--- config.mk ---
export PLATFORM = sky130hd
export DESIGN_NAME = magia_fsync_node
export DESIGN_NICKNAME = d
export VERILOG_FILES = /design/src/rtl/magia_fsync_node.sv
export SDC_FILE = /design/constraint.sdc
export NUM_CORES = 1
export LEC_CHECK = 0
export CORE_UTILIZATION = 40
export DETAILED_ROUTE_END_ITERATION = 8
export GPL_TIMING_DRIVEN = 0
export PLACE_DENSITY = 0.59
export SYNTH_ARGS = -nofsm -noshare
export SYNTH_HDL_FRONTEND = slang
export SYNTH_SLANG_ARGS = --single-unit
--- constraint.sdc ---
create_clock -name clk_i -period 3.7 [get_ports clk_i]
set_input_delay 0.555 -clock clk_i [delete_from_list [all_inputs] [get_ports clk_i]]
set_output_delay 0.555 -clock clk_i [all_outputs]
set_load 0.03 [all_outputs]
--- src/rtl/magia_fsync_node.sv ---
// -----------------------------------------------------------------------------
// magia_fsync_node
//
// Purpose:
//   One aggregation node of the Fractal Sync barrier tree. The node gathers
//   barrier arrivals from up to N_CHILDREN children for each barrier ID. A
//   barrier aimed at this node's level is closed here, and a local wake is
//   broadcast. A barrier aimed at a higher level is forwarded to the parent,
//   and the parent's wake is later relayed back down. Children that are not
//   populated (CHILD_MASK bit 0) always count as arrived and are never woken.
//
// Ports:
//   clk_i, rst_i            clock, synchronous active-high reset
//   child_req_valid_i[c]    arrival from child c
//   child_req_lvl_i[c]      target tree level of that arrival
//   child_req_id_i[c]       barrier ID of that arrival
//   child_req_ready_o[c]    arrival accepted when valid & ready; the only
//                           combinational output (decoded from slot state)
//   child_wake_valid_o      one-cycle wake pulse, equal to CHILD_MASK
//   child_wake_id_o         barrier ID of the wake
//   parent_req_valid_o/lvl_o/id_o, parent_req_ready_i
//                           upward arrival; held stable while stalled
//   parent_wake_valid_i/id_i  single-cycle wake from the parent
//   err_o                   one-cycle pulse. It is raised for a bad level, a
//                           level mismatch, or an unexpected parent wake.
//
// LVL_MAX is the highest level present in the tree. Its default covers the
// whole level field.
// -----------------------------------------------------------------------------
module magia_fsync_node #(
  parameter int unsigned              N_CHILDREN = 2,
  parameter logic [N_CHILDREN-1:0]    CHILD_MASK = {N_CHILDREN{1'b1}},
  parameter int unsigned              LEVEL      = 1,
  parameter int unsigned              LVL_W      = 3,
  parameter int unsigned              LVL_MAX    = (1 << LVL_W) - 1,
  parameter int unsigned              ID_W       = 2
) (
  input  logic                                clk_i,
  input  logic                                rst_i,
  input  logic [N_CHILDREN-1:0]               child_req_valid_i,
  input  logic [N_CHILDREN-1:0][LVL_W-1:0]    child_req_lvl_i,
  input  logic [N_CHILDREN-1:0][ID_W-1:0]     child_req_id_i,
  output logic [N_CHILDREN-1:0]               child_req_ready_o,
  output logic [N_CHILDREN-1:0]               child_wake_valid_o,
  output logic [ID_W-1:0]                     child_wake_id_o,
  output logic                                parent_req_valid_o,
  output logic [LVL_W-1:0]                    parent_req_lvl_o,
  output logic [ID_W-1:0]                     parent_req_id_o,
  input  logic                                parent_req_ready_i,
  input  logic                                parent_wake_valid_i,
  input  logic [ID_W-1:0]                     parent_wake_id_i,
  output logic                                err_o
);

  localparam int unsigned N_SLOTS = 1 << ID_W;

  typedef enum logic [2:0] {
    S_IDLE      = 3'd0,
    S_COLLECT   = 3'd1,
    S_ROOT_WAKE = 3'd2,
    S_FWD_REQ   = 3'd3,
    S_WAIT_WAKE = 3'd4,
    S_DOWN_WAKE = 3'd5
  } slot_state_e;

  // Per-ID slot state
  slot_state_e             state_reg  [N_SLOTS];
  slot_state_e             state_next [N_SLOTS];
  logic [N_CHILDREN-1:0]   bitmap_reg [N_SLOTS];
  logic [N_CHILDREN-1:0]   bitmap_next[N_SLOTS];
  logic [LVL_W-1:0]        lvl_reg    [N_SLOTS];
  logic [LVL_W-1:0]        lvl_next   [N_SLOTS];
  logic [ID_W-1:0]         rr_reg, rr_next;

  // Registered outputs
  logic [N_CHILDREN-1:0]   child_wake_valid_reg, child_wake_valid_next;
  logic [ID_W-1:0]         child_wake_id_reg, child_wake_id_next;
  logic                    parent_req_valid_reg, parent_req_valid_next;
  logic [LVL_W-1:0]        parent_req_lvl_reg, parent_req_lvl_next;
  logic [ID_W-1:0]         parent_req_id_reg, parent_req_id_next;
  logic                    err_reg, err_next;

  // Scratch signals shared between the next-state and output processes
  logic                    parent_hs;
  logic                    parent_load;
  logic [ID_W-1:0]         acc_id;
  logic [LVL_W-1:0]        acc_lvl;
  logic                    down_found, root_found, wake_any;
  logic [ID_W-1:0]         down_id, root_id, wake_sel;
  logic                    fwd_found;
  logic [ID_W-1:0]         fwd_id, scan_id;

  // Ready is decoded only from the addressed slot, never from valid, so a
  // child may hold its request while the slot is busy.
  for (genvar gi = 0; gi < N_CHILDREN; gi++) begin : g_ready
    if (CHILD_MASK[gi]) begin : g_pop
      assign child_req_ready_o[gi] =
          ((state_reg[child_req_id_i[gi]] == S_IDLE) ||
           (state_reg[child_req_id_i[gi]] == S_COLLECT)) &&
          !bitmap_reg[child_req_id_i[gi]][gi];
    end else begin : g_unpop
      assign child_req_ready_o[gi] = 1'b0;
    end
  end

  // State register
  always_ff @(posedge clk_i) begin
    if (rst_i) begin
      for (int s = 0; s < N_SLOTS; s++) begin
        state_reg[s]  <= S_IDLE;
        bitmap_reg[s] <= '0;
        lvl_reg[s]    <= '0;
      end
      rr_reg               <= '0;
      child_wake_valid_reg <= '0;
      child_wake_id_reg    <= '0;
      parent_req_valid_reg <= 1'b0;
      parent_req_lvl_reg   <= '0;
      parent_req_id_reg    <= '0;
      err_reg              <= 1'b0;
    end else begin
      for (int s = 0; s < N_SLOTS; s++) begin
        state_reg[s]  <= state_next[s];
        bitmap_reg[s] <= bitmap_next[s];
        lvl_reg[s]    <= lvl_next[s];
      end
      rr_reg               <= rr_next;
      child_wake_valid_reg <= child_wake_valid_next;
      child_wake_id_reg    <= child_wake_id_next;
      parent_req_valid_reg <= parent_req_valid_next;
      parent_req_lvl_reg   <= parent_req_lvl_next;
      parent_req_id_reg    <= parent_req_id_next;
      err_reg              <= err_next;
    end
  end

  // Next-state logic. The steps are ordered so that an arrival that completes
  // a barrier, and a parent wake, can both reach the wake and parent
  // arbiters in the same cycle.
  always_comb begin
    for (int s = 0; s < N_SLOTS; s++) begin
      state_next[s]  = state_reg[s];
      bitmap_next[s] = bitmap_reg[s];
      lvl_next[s]    = lvl_reg[s];
    end
    err_next   = 1'b0;
    acc_id     = '0;
    acc_lvl    = '0;
    parent_hs  = parent_req_valid_reg && parent_req_ready_i;
    down_found = 1'b0;
    root_found = 1'b0;
    down_id    = '0;
    root_id    = '0;
    wake_any   = 1'b0;
    wake_sel   = '0;
    fwd_found  = 1'b0;
    fwd_id     = '0;
    scan_id    = '0;

    // Arrivals. Children are processed in index order, so the lowest-indexed
    // valid arrival to an idle slot defines the level of the barrier.
    for (int c = 0; c < N_CHILDREN; c++) begin
      if (child_req_valid_i[c] && child_req_ready_o[c]) begin
        acc_id  = child_req_id_i[c];
        acc_lvl = child_req_lvl_i[c];
        if ((32'(acc_lvl) < LEVEL) || (32'(acc_lvl) > LVL_MAX)) begin
          err_next = 1'b1;  // accepted but dropped
        end else begin
          bitmap_next[acc_id][c] = 1'b1;
          if (state_next[acc_id] == S_IDLE) begin
            state_next[acc_id] = S_COLLECT;
            lvl_next[acc_id]   = acc_lvl;
          end else if (acc_lvl != lvl_next[acc_id]) begin
            err_next = 1'b1;  // counted, but the first level is kept
          end
        end
      end
    end

    // Completion: every populated child has arrived
    for (int s = 0; s < N_SLOTS; s++) begin
      if ((state_next[s] == S_COLLECT) && (&(bitmap_next[s] | ~CHILD_MASK))) begin
        state_next[s] = (32'(lvl_next[s]) == LEVEL) ? S_ROOT_WAKE : S_FWD_REQ;
      end
    end

    // Upward handshake
    rr_next = rr_reg;
    if (parent_hs) begin
      state_next[parent_req_id_reg] = S_WAIT_WAKE;
      rr_next = parent_req_id_reg + 1'b1;
    end

    // A parent wake is legal only for a slot that was already waiting
    if (parent_wake_valid_i) begin
      if (state_reg[parent_wake_id_i] == S_WAIT_WAKE) begin
        state_next[parent_wake_id_i] = S_DOWN_WAKE;
      end else begin
        err_next = 1'b1;
      end
    end

    // Wake arbiter: relayed wakes first, then local ones; lowest ID first
    for (int s = 0; s < N_SLOTS; s++) begin
      if (!down_found && (state_next[s] == S_DOWN_WAKE)) begin
        down_found = 1'b1;
        down_id    = ID_W'(s);
      end
      if (!root_found && (state_next[s] == S_ROOT_WAKE)) begin
        root_found = 1'b1;
        root_id    = ID_W'(s);
      end
    end
    wake_any = down_found || root_found;
    wake_sel = down_found ? down_id : root_id;
    if (wake_any) begin
      state_next[wake_sel]  = S_IDLE;
      bitmap_next[wake_sel] = '0;
    end

    // Parent request arbiter: round-robin scan that starts at the pointer.
    // A slot stays FWD_REQ while it sits in the output register, so a
    // new slot is chosen only when the register is empty or draining.
    parent_load = !parent_req_valid_reg || parent_req_ready_i;
    for (int k = 0; k < N_SLOTS; k++) begin
      scan_id = rr_next + ID_W'(k);
      if (!fwd_found && (state_next[scan_id] == S_FWD_REQ)) begin
        fwd_found = 1'b1;
        fwd_id    = scan_id;
      end
    end
  end

  // Output logic (values loaded into the output registers)
  always_comb begin
    child_wake_valid_next = wake_any ? CHILD_MASK : '0;
    child_wake_id_next    = wake_any ? wake_sel : '0;
    parent_req_valid_next = parent_req_valid_reg;
    parent_req_lvl_next   = parent_req_lvl_reg;
    parent_req_id_next    = parent_req_id_reg;
    if (parent_load) begin
      parent_req_valid_next = fwd_found;
      parent_req_id_next    = fwd_found ? fwd_id : '0;
      parent_req_lvl_next   = fwd_found ? lvl_next[fwd_id] : '0;
    end
  end

  assign child_wake_valid_o = child_wake_valid_reg;
  assign child_wake_id_o    = child_wake_id_reg;
  assign parent_req_valid_o = parent_req_valid_reg;
  assign parent_req_lvl_o   = parent_req_lvl_reg;
  assign parent_req_id_o    = parent_req_id_reg;
  assign err_o              = err_reg;

endmodule

==> results.md, run 1 <==
- Status: finished with violations
- Failing checks: DRC
- Synth-to-Final Area Change: 17.8%
- Root buffer cell: clkbuf_8
- Hold depth: 2
- DR pass1 iterations: 7
- Internal cell power: 0.757 mW
- Core area: 8810 um2
- Area share of the largest cell type after synthesis: 24.1%
- Total grt overflow: 0
- Seq pwr share: 44.6%
- Final setup fails: 0
- Drt total wl: approximately 12 mm
- Top cell type by total area after synthesis: dfxtp_1
- Syn_nets: ~480
- Final period util: 98.6%
- Worst-Margin Slew: 0.974 ns
- Rel. slew slack: between 30% and 40%
- Share of cells above drive strength 1: 17.5%
- Comb pwr share: 29.3%
- Post-synthesis cell count: 455
- Final Wtd Congestion: 0.929
- Slew Viols, Final: 0
- CP Max Fanout: 6
- Vias in the first global route: 3642
- Worst path most repeated cell: or4_4
- Worst r2r src: state_reg[1][1]
- Mapped cell area: 3660 um2
- Number of synthesized flops with an enable pin: 0
- Die W: 97.6 um
- Multi-input gate area: 2740 um2
- Slowest cell on the critical path: or4_4
- IO Port Bufs: 21
- Worst skew pair latency: 0.30 ns
- CP required: 3.86 ns
- Register area: a little under 900 um2
- Die area: 9530 um2
- Fillers: 894
- Htree depth: 2
- DRC violations left: 8
- Hold endpoint: parent_req_lvl_o[2]
- Initial antenna violation count: 0
- Fin worst setup slack: 0.0523 ns
- CP Class: in -> reg
- Final ANT Viol Nets: 0
- Min-delay worst type: reg -> reg
- Initial DRC count: 355
- Post-place setup slack: -0.829 ns
- Reg2reg end: state_reg[2][0]
- Flop2flop setup slack: 0.09 ns
- Cell with the most instances after synthesis: nor2_1
- Final Hold Fails: 0
- Synth Register Bits: 44
- Asr flop ratio synth: 0%
- Slowest stage delay, CP: 0.55 ns
- First-pass GRT wire length: ~19 mm
- Pleak: 1.51 nW
- Yosys warns: 0
- Layout Nets: 514
- Fmax: roughly 270 MHz
- Buffer and inverter count on the worst path: 3
- NetSw: 0.404 mW
- # diodes: 0
- Clock Pin Slew Worst Setup and Hold Paths: approximately 0.090 ns
- Num CTS Buffers: 5
- IO Count: 31
- Clk pwr share: a little over a quarter
- Pwr dens: approximately 270 nW/um2
- Total GRT Usage: ~26%
- R2r worst-path depth: 10
- Syn Area/Cell: 8.04 um2
- Worst Path Arrival: 3.81 ns
- Crit-path cells: clkdlybuf4s50_1 > o31a_1 > nand4_1 > or4_4 > or4_4 > a2111oi_4 > buf_4 > o21ai_4 > a21o_2 > a211oi_4 > buf_6 > a211oi_1
- Final setup skew: 0.0104 ns
- Startpoint Class: input pin
- Die height: 97.6 um
- Largest net degree at the start of global routing: 13
- Hold_sp: parent_req_lvl_o[2]
- Drt wl/cell: around 20 um
- Main flop type after synthesis: dfxtp_1
- Leading cell types by count after synthesis: 50 x nor2_1, 44 x dfxtp_1, 31 x nand2_1, 28 x a21oi_1, 19 x o21ai_0
- Hpwl dp: 9.20 mm
- RSZ-0062 raised after global routing: yes
- Post-DR vias/cell: 6.50
- Worst vdd rail ir drop: 0.154 mV
- Sw Share: a little over a third
- Synth area leaders: dfxtp_1 24%, nor2_1 5.1%, a21oi_1 3.8%
- Hold buffer count at cts: 0
- Final core occ: 48.9%
- Vias: 3900
- Clock Path Buffers: 2
- Max-cap violation count: 0
- Crit path time final: 3.65 ns
- Worst setup EP type: flop
- Worst path top cell family by delay: simple AND/OR/NAND/NOR gates
- Register area share after synthesis: 24.1%
- Distinct cells, synth: just under 90
- Initial Util: 41.5%
- Row count: 34
- Clock sinks: 44
- CTS tree: done
worst min-delay path, cell delays in order, from the launching register on:
cell and delay (ns):
dfxtp_1 0.32, nand2_1 0.05, o211ai_1 0.08
layout make-up:
type / instances / share of cell area (%)
Timing Repair Buffer: 30 / 6.50
Tap cell: 108 / 3.14
Inverter: 17 / 1.48
Buffer: 27 / 3.02
Sequential cell: 44 / 20.4
Multi-Input combinational cell: 367 / 63.6
Clock buffer: 6 / 1.68
Clock inverter: 1 / 0.116
cells in the final DEF (no fill, tap or decap), drive strengths merged, types with 7 or more instances in the layout:
| cell | Yosys | layout |
|---|---|---|
| nor2 | 50 | 50 |
| dfxtp | 44 | 44 |
| a211oi | 18 | 18 |
| buf | 15 | 24 |
| nor3 | 14 | 14 |
| nand3 | 12 | 12 |
| a21oi | 30 | 30 |
| clkdlybuf4s50 | 0 | 20 |
| inv | 17 | 17 |
| nor4 | 10 | 10 |
| and3 | 7 | 7 |
| clkbuf | 12 | 18 |
| nand4 | 8 | 8 |
| mux2i | 10 | 10 |
| nand2b | 11 | 11 |
| a31oi | 10 | 10 |
| mux2 | 8 | 8 |
| nand2 | 31 | 31 |
| o21ai | 25 | 25 |
| o211ai | 11 | 11 |
cell families after synthesis:
family | Yosys count | share of synthesized area, %
and+or+nand+nor | 183 | 28.5
AOI/OAI and AO/OA | 153 | 31.3
buffers and inverters | 44 | 5.23
DFF | 44 | 24.1
muxes | 23 | 8.58
xor gates and xnor gates | 4 | 0.958
adders and majority gates | 4 | 1.37
power groups by stage:
stage	clock network [mW]	logic, mW	registers (mW)
after detailed placement	0	0.312	0.528
final	0.303	0.341	0.519
after global placement	0	0.312	0.528
after global routing	0.327	0.368	0.521
after CTS	0.304	0.320	0.517
after floorplan	0	0.222	0.524
routing by layer:
| metal | global-route usage (%) | up-vias | part of all wire (%) |
|---|---|---|---|
| li1 | - | 1825 | - |
| met4 | 8.86 | 0 | 2.2 |
| met2 | 41.4 | 162 | 46 |
| met5 | 0 | - | 0 |
| met3 | 3.17 | 30 | 6.4 |
| met1 | 35.9 | 1883 | 46 |
how the worst max path moves through the flow:
stage	startpoint	end	slack (ns)	depth (start not counted)
after CTS	child_req_lvl_i[0]	bitmap_reg[1][1]	0.01	11
after floorplan	child_req_id_i[1]	parent_req_lvl_o[1]	0.19	11
after detailed placement	child_req_lvl_i[5]	bitmap_reg[3][1]	-0.83	10
after global routing	child_req_valid_i[0]	state_reg[2][2]	-0.07	10
final	child_req_valid_i[1]	bitmap_reg[1][1]	0.05	12
after global placement	child_req_lvl_i[5]	bitmap_reg[3][1]	-0.84	10
metrics by stage:
step           hold slack [ns]  power [mW]  TNS [ns]  instance area, um2  std cells
2_1_floorplan            0.459       0.746         0                3660        455
3_3_place_gp             0.468       0.840    -16.91                4000        584
3_5_place_dp             0.477       0.840    -16.94                4000        584
4_1_cts                  0.496        1.14         0                4180        593
5_1_grt                  0.532        1.22    -0.286                4310        600
6_report                 0.492        1.16         0                4310        600
repair_timing:
action	CTS	global route
pin swaps	2	7
endpoints found under the setup margin	23	23
setup buffers	2	7
gates resized for setup	13	15
Note: power is estimated with default switching activity, not from simulation.
==> inputs of run 2 (changes only) <==
==> constraint.sdc (replaced) <==
create_clock -name clk_i -period 3.9 [get_ports clk_i]
set_input_delay 0.585 -clock clk_i [delete_from_list [all_inputs] [get_ports clk_i]]
set_output_delay 0.585 -clock clk_i [all_outputs]
set_load 0.03 [all_outputs]
==> run 2 against run 1 <==
  * The run still ends with DRC left
  * Sequential power shrank 5.2%
  * Highest routed layer unchanged
  * Sequential cell count did not move
  * Core utilization fell by 1.5 points
  * Largest power group unchanged
  * Routed wire length down 1.6%
  * Clock skew shrank 0.0018 ns
  * Clock power is 5% lower
  * First-iteration DRC count down 4.8%
  * Critical path type unchanged
  * Register-to-register slack improved by 0.18 ns
  * Hold slack hardly changed
==> results.md, run 2 (synthesized netlist as in run 1, its figures left out) <==
- Flop2flop setup slack: 0.27 ns
- Final Wtd Congestion: 0.929
- Vias: 3874
- DRC violations left: 8
- Failing checks: DRC
- Worst r2r src: state_reg[1][1]
- Final ANT Viol Nets: 0
- Worst Path Arrival: 3.94 ns
- Hold depth: 2
- Worst vdd rail ir drop: 0.147 mV
- Reg2reg end: state_reg[1][2]
- Total grt overflow: 0
- Hold endpoint: parent_req_lvl_o[2]
- Worst skew pair latency: 0.30 ns
- Buffer and inverter count on the worst path: 1
- CP Max Fanout: 6
- Rel. slew slack: 37.8%
- Slowest cell on the critical path: a2111oi_4
- Initial DRC count: 338
- Clock Path Buffers: 2
- Commonest non-fill, non-tap cell in the layout: nor2_1
- Fmax: 264 MHz
- IO Port Bufs: 21
- RSZ-0062 raised after global routing: no
- Hpwl dp: between 9 and 10 mm
- Initial antenna violation count: 0
- Final setup fails: 0
- Worst path most repeated cell: or4_4
- Total GRT Usage: approximately a quarter
- Row count: 34
- Initial Util: about two fifths
- First-pass GRT wire length: 19.3 mm
- Final setup skew: roughly 0.0086 ns
- Status: finished with violations
- R2r worst-path depth: 10
- Fin Setup TNS: 0 ns
- Slowest stage delay, CP: ~0.53 ns
- Min-delay worst type: reg -> reg
- Worst-Margin Slew: 0.921 ns
- Final core occ: 47.4%
- CP Class: in -> reg
- Clock Pin Slew Worst Setup and Hold Paths: 0.09 ns
- Hold buffer count at cts: 0
- Startpoint Class: input pin
- Pwr dens: 261 nW/um2
- Die area: 9530 um2
- Num CTS Buffers: 5
- Layout Nets: 507
- Root buffer cell: clkbuf_8
- DR pass1 iterations: 8
- Post-DR vias/cell: 6.53
- Final period util: 97.0%
- Max-cap violation count: 0
- Worst path top cell family by delay: compound AO/OA/AOI/OAI gates
- Vias in the first global route: between 3000 and 4000
- Worst setup EP type: flop
- Drt wl/cell: 20.3 um
- Hold_sp: parent_req_lvl_o[2]
- CP required: 4.05 ns
- Synth-to-Final Area Change: 14.1%
- Largest net degree at the start of global routing: 13
- IO Count: 31
- Drt total wl: 12.0 mm
- Htree depth: 2
- Crit path time final: 3.78 ns
- Core area: 8810 um2
- # diodes: 0
- CTS tree: done
- Most frequent cells in the layout: 50 x nor2_1, 44 x dfxtp_1, 31 x nand2_1
- Share of cells above drive strength 1: 15.3%
- Die height: a little under 100 um
- Slew Viols, Final: 0
- Crit-path cells: clkdlybuf4s50_1 > o31a_1 > nand4_1 > or4_4 > or4_4 > a2111oi_4 > o21ai_4 > a21o_2 > a211oi_4 > a211oi_1
- Clock sinks: 44
- Die W: 97.6 um
- Pleak: about 1.5 nW
- Final Hold Fails: 0
run 2: per-layer routing:
layer  GRT usage (%)  vias to the layer above  part of all wire, %
met5               0                        -                    0
met1            35.5                     1858                   46
li1                -                     1814                    -
met3            3.53                       30                  6.7
met4            8.97                        0                  3.1
met2            40.9                      172                   44
run 2: worst reg2reg max path: stages, from the launching register on:
cell and delay (ns):
dfxtp_1 0.30, clkbuf_1 0.20, or4b_1 0.57, a41o_1 0.29, o211ai_1 0.60, a21oi_1 0.28, o21ai_1 0.36, o21ai_4 0.09
a21o_2 0.27, a211oi_4 0.40, a211oi_1 0.13
run 2: worst max path at each step:
| stage | startpoint | end | slack (ns) | depth (start not counted) |
|---|---|---|---|---|
| CTS | child_req_valid_i[0] | parent_req_lvl_o[1] | 0.03 | 11 |
| detailed placement | child_req_lvl_i[5] | bitmap_reg[3][1] | -0.66 | 10 |
| finish | child_req_valid_i[1] | state_reg[1][2] | 0.12 | 10 |
| global placement | child_req_lvl_i[5] | bitmap_reg[3][1] | -0.67 | 10 |
| floorplan | child_req_id_i[1] | parent_req_lvl_o[1] | 0.36 | 11 |
| global route | child_req_valid_i[0] | state_reg[1][2] | 0.01 | 11 |
run 2: final cells by class:
cell class | count | area, um2
fillers | 909 | 4630
multi-input cells | 367 | 2670
flip-flops and latches | 44 | 881
repair buffers | 23 | 224
well taps | 108 | 135
plain buffers | 27 | 128
clock buffers | 6 | 72.6
inverters | 17 | 63.8
clock inverters | 1 | 5.00
run 2: per-stage QoR:
stage / total power, mW / cell area [um2] / hold slack, ns / worst slack, ns / instances
detailed placement: 0.797 / 4000 / 0.477 / -0.659 / 584
floorplan: 0.708 / 3660 / 0.459 / 0.355 / 455
global placement: 0.797 / 4000 / 0.468 / -0.670 / 584
CTS: 1.08 / 4130 / 0.496 / 0.0251 / 591
global route: 1.14 / 4170 / 0.532 / 0.0143 / 593
finish: 1.09 / 4170 / 0.492 / 0.116 / 593
run 2: what timing repair did:
item                                   CTS  global route
endpoints found under the hold margin    0             0
pin swaps                                0             3
setup endpoints to repair               22            16
resized for setup                        8             5
buffers inserted                         0             2
run 2: power by group:
part	total, mW	switching (mW)	internal, mW
clock	0.287	0.164	0.122
combinational	0.312	0.189	0.123
sequential	0.492	0.0238	0.468
total	1.09	0.377	0.714
==> inputs of run 3 (changes only) <==
--- a/config.mk
+++ b/config.mk
@@ -5,6 +5,8 @@
 export SDC_FILE = /design/constraint.sdc
 export NUM_CORES = 1
 export LEC_CHECK = 0
+export CORE_ASPECT_RATIO = 1.4
+export CORE_MARGIN = 5
 export CORE_UTILIZATION = 40
 export DETAILED_ROUTE_END_ITERATION = 8
 export GPL_TIMING_DRIVEN = 0
==> run 3 against run 2 <==
  * The run now ends clean
  * Hold slack better by 0.0067 ns
  * Setup slack worse by 0.015 ns
  * First-iteration DRC count up 0.59%
  * Core utilization up 0.56 points
  * Fmax down 0.38%
  * Die area up 17%
  * Sequential power about the same
  * Largest cell class unchanged
==> results.md, run 3 (synthesized netlist as in run 1, its figures left out) <==
- Status: finished clean
- CP Class: in -> reg
- Hold buffer count at cts: 0
- Clock sinks: 44
- Initial antenna violation count: 0
- Commonest non-fill, non-tap cell in the layout: nor2_1
- Vias: 3917
- DR pass1 iterations: 5
- Hpwl dp: 9.78 mm
- Comb pwr share: a little under a quarter
- Worst path most repeated cell: or4_4
- Num CTS Buffers: 5
- Final Wtd Congestion: between 0.9 and 1
- WHS: between 0.4 and 0.5 ns
- Slowest cell on the critical path: or4_4
- IO Count: 31
- Row count: 41
- Initial Util: 40.8%
- Slowest stage delay, CP: 0.54 ns
- Worst skew pair latency: approximately 0.29 ns
- Synth-to-Final Area Change: 17.7%
- Fin cells: 594
- Crit-path cells: dlygate4sd2_1 > o31a_1 > nand4_1 > or4_4 > or4_4 > a2111oi_4 > o21ai_4 > a21o_2 > a211oi_4 > a211oi_1
- RSZ-0062 raised after global routing: no
- DRC violations left: 0
- Worst vdd rail ir drop: 0.162 mV
- IO Port Bufs: 21
- CP required: 4.04 ns
- Layout Nets: 508
- Crit path time final: 3.80 ns
- Drt wl/cell: 21.6 um
- Core area: 8980 um2
- CTS tree: done
- Pleak: between 1.5 and 2 nW
- Post-Place Cells: about 580
- Worst setup EP type: flop
- Post-DR vias/cell: 6.59
- Max-cap violation count: 0
- Vias in the first global route: 3706
- Fmax: 263 MHz
- Clock Pin Slew Worst Setup and Hold Paths: 0.06 ns
- CP Max Fanout: 8
- Seq pwr share: 36.9%
- # diodes: 0
- Rel. slew slack: 31.9%
- Final setup skew: 0.00477 ns
- Min-delay worst type: reg -> reg
- Clock Path Buffers: 2
- Final period util: 97.4%
- Total grt overflow: 0
- NetSw: roughly 0.41 mW
- Die height: ~120 um
- Final ANT Viol Nets: 0
- Root buffer cell: clkbuf_16
- Initial DRC count: 340
- Pwr dens: 310 nW/um2
- Sw Share: a little under a third
- Startpoint Class: input pin
- Worst Path Arrival: 3.94 ns
- Largest net degree at the start of global routing: 14
- Die area: 11200 um2
- Clk pwr share: around two fifths
- First-pass GRT wire length: 20.1 mm
- Fin Setup TNS: 0 ns
- Internal cell power: 0.930 mW
- Final setup fails: 0
- Drt total wl: 12.8 mm
- Die W: approximately 91 um
- Total GRT Usage: between 20% and 30%
- Htree depth: 2
- Share of cells above drive strength 1: 16.2%
- Worst-Margin Slew: 1.01 ns
- Most frequent cells in the layout: 50 x nor2_1, 44 x dfxtp_1, 31 x nand2_1
- Slew Viols, Final: 0
- Final Hold Fails: 0
## run 3: cell count changes in the layout (fill, tap and decap cells not counted), sizes merged
cell    delta
clkinv     -1
buf        +1
clkbuf     +1
bufinv     +1
## run 3: cell type report
type | count | area [um2]
fill | 889 | 4670
multi-input combinational | 367 | 2690
sequential | 44 | 881
timing repair buffer | 24 | 231
clock buffer | 7 | 153
tap | 107 | 134
buffer | 27 | 128
inverter | 17 | 63.8
clock inverter | 1 | 30.0
## run 3: critical path, delay by kind of cell
family	cells	cell delay, ns
AO/OA/AOI/OAI	6	1.65
AND/OR/NAND/NOR	3	1.22
buffers and inverters	1	0.47
## run 3: stage by stage
stage               power [mW]  instance area (um2)  worst slack, ns  utilization [%]
finish                    1.34                 4310            0.101             48.0
global route              1.39                 4310           0.0170             48.0
CTS                       1.33                 4230          0.00991             47.1
detailed placement       0.803                 4000           -0.679             44.6
global placement         0.801                 4000           -0.668             44.6
floorplan                0.708                 3660            0.355                -
## run 3: per-layer routing
metal,wire [um],GRT usage [%]
met1,5170,27.5
met2,6360,39.2
met3,709,2.98
met4,574,11.9
met5,0,0
## run 3: path summary, 6_finish.rpt
path	from	to	slack, ns	cells past startpoint
worst max-delay path	child_req_lvl_i[5]	state_reg[1][2]	0.10	10
worst min-delay path	parent_req_lvl_o[2]	parent_req_lvl_o[2]	0.50	2
worst max register to register	state_reg[3][2]	state_reg[1][2]	0.27	10
worst min register to register	parent_req_lvl_o[2]	parent_req_lvl_o[2]	0.50	2
## run 3: what timing repair did
item	in CTS	in global routing
resized for setup	7	9
setup buffers	0	3
setup endpoints to repair	23	20
endpoints found under the hold margin	0	0
pin swaps	0	3
## run 3: power by group through the flow
stage | clock network (mW) | registers (mW) | logic (mW)
floorplan | 0 | 0.497 | 0.211
global placement | 0 | 0.501 | 0.300
detailed placement | 0 | 0.502 | 0.301
CTS | 0.534 | 0.491 | 0.305
global route | 0.554 | 0.494 | 0.340
finish | 0.525 | 0.493 | 0.317
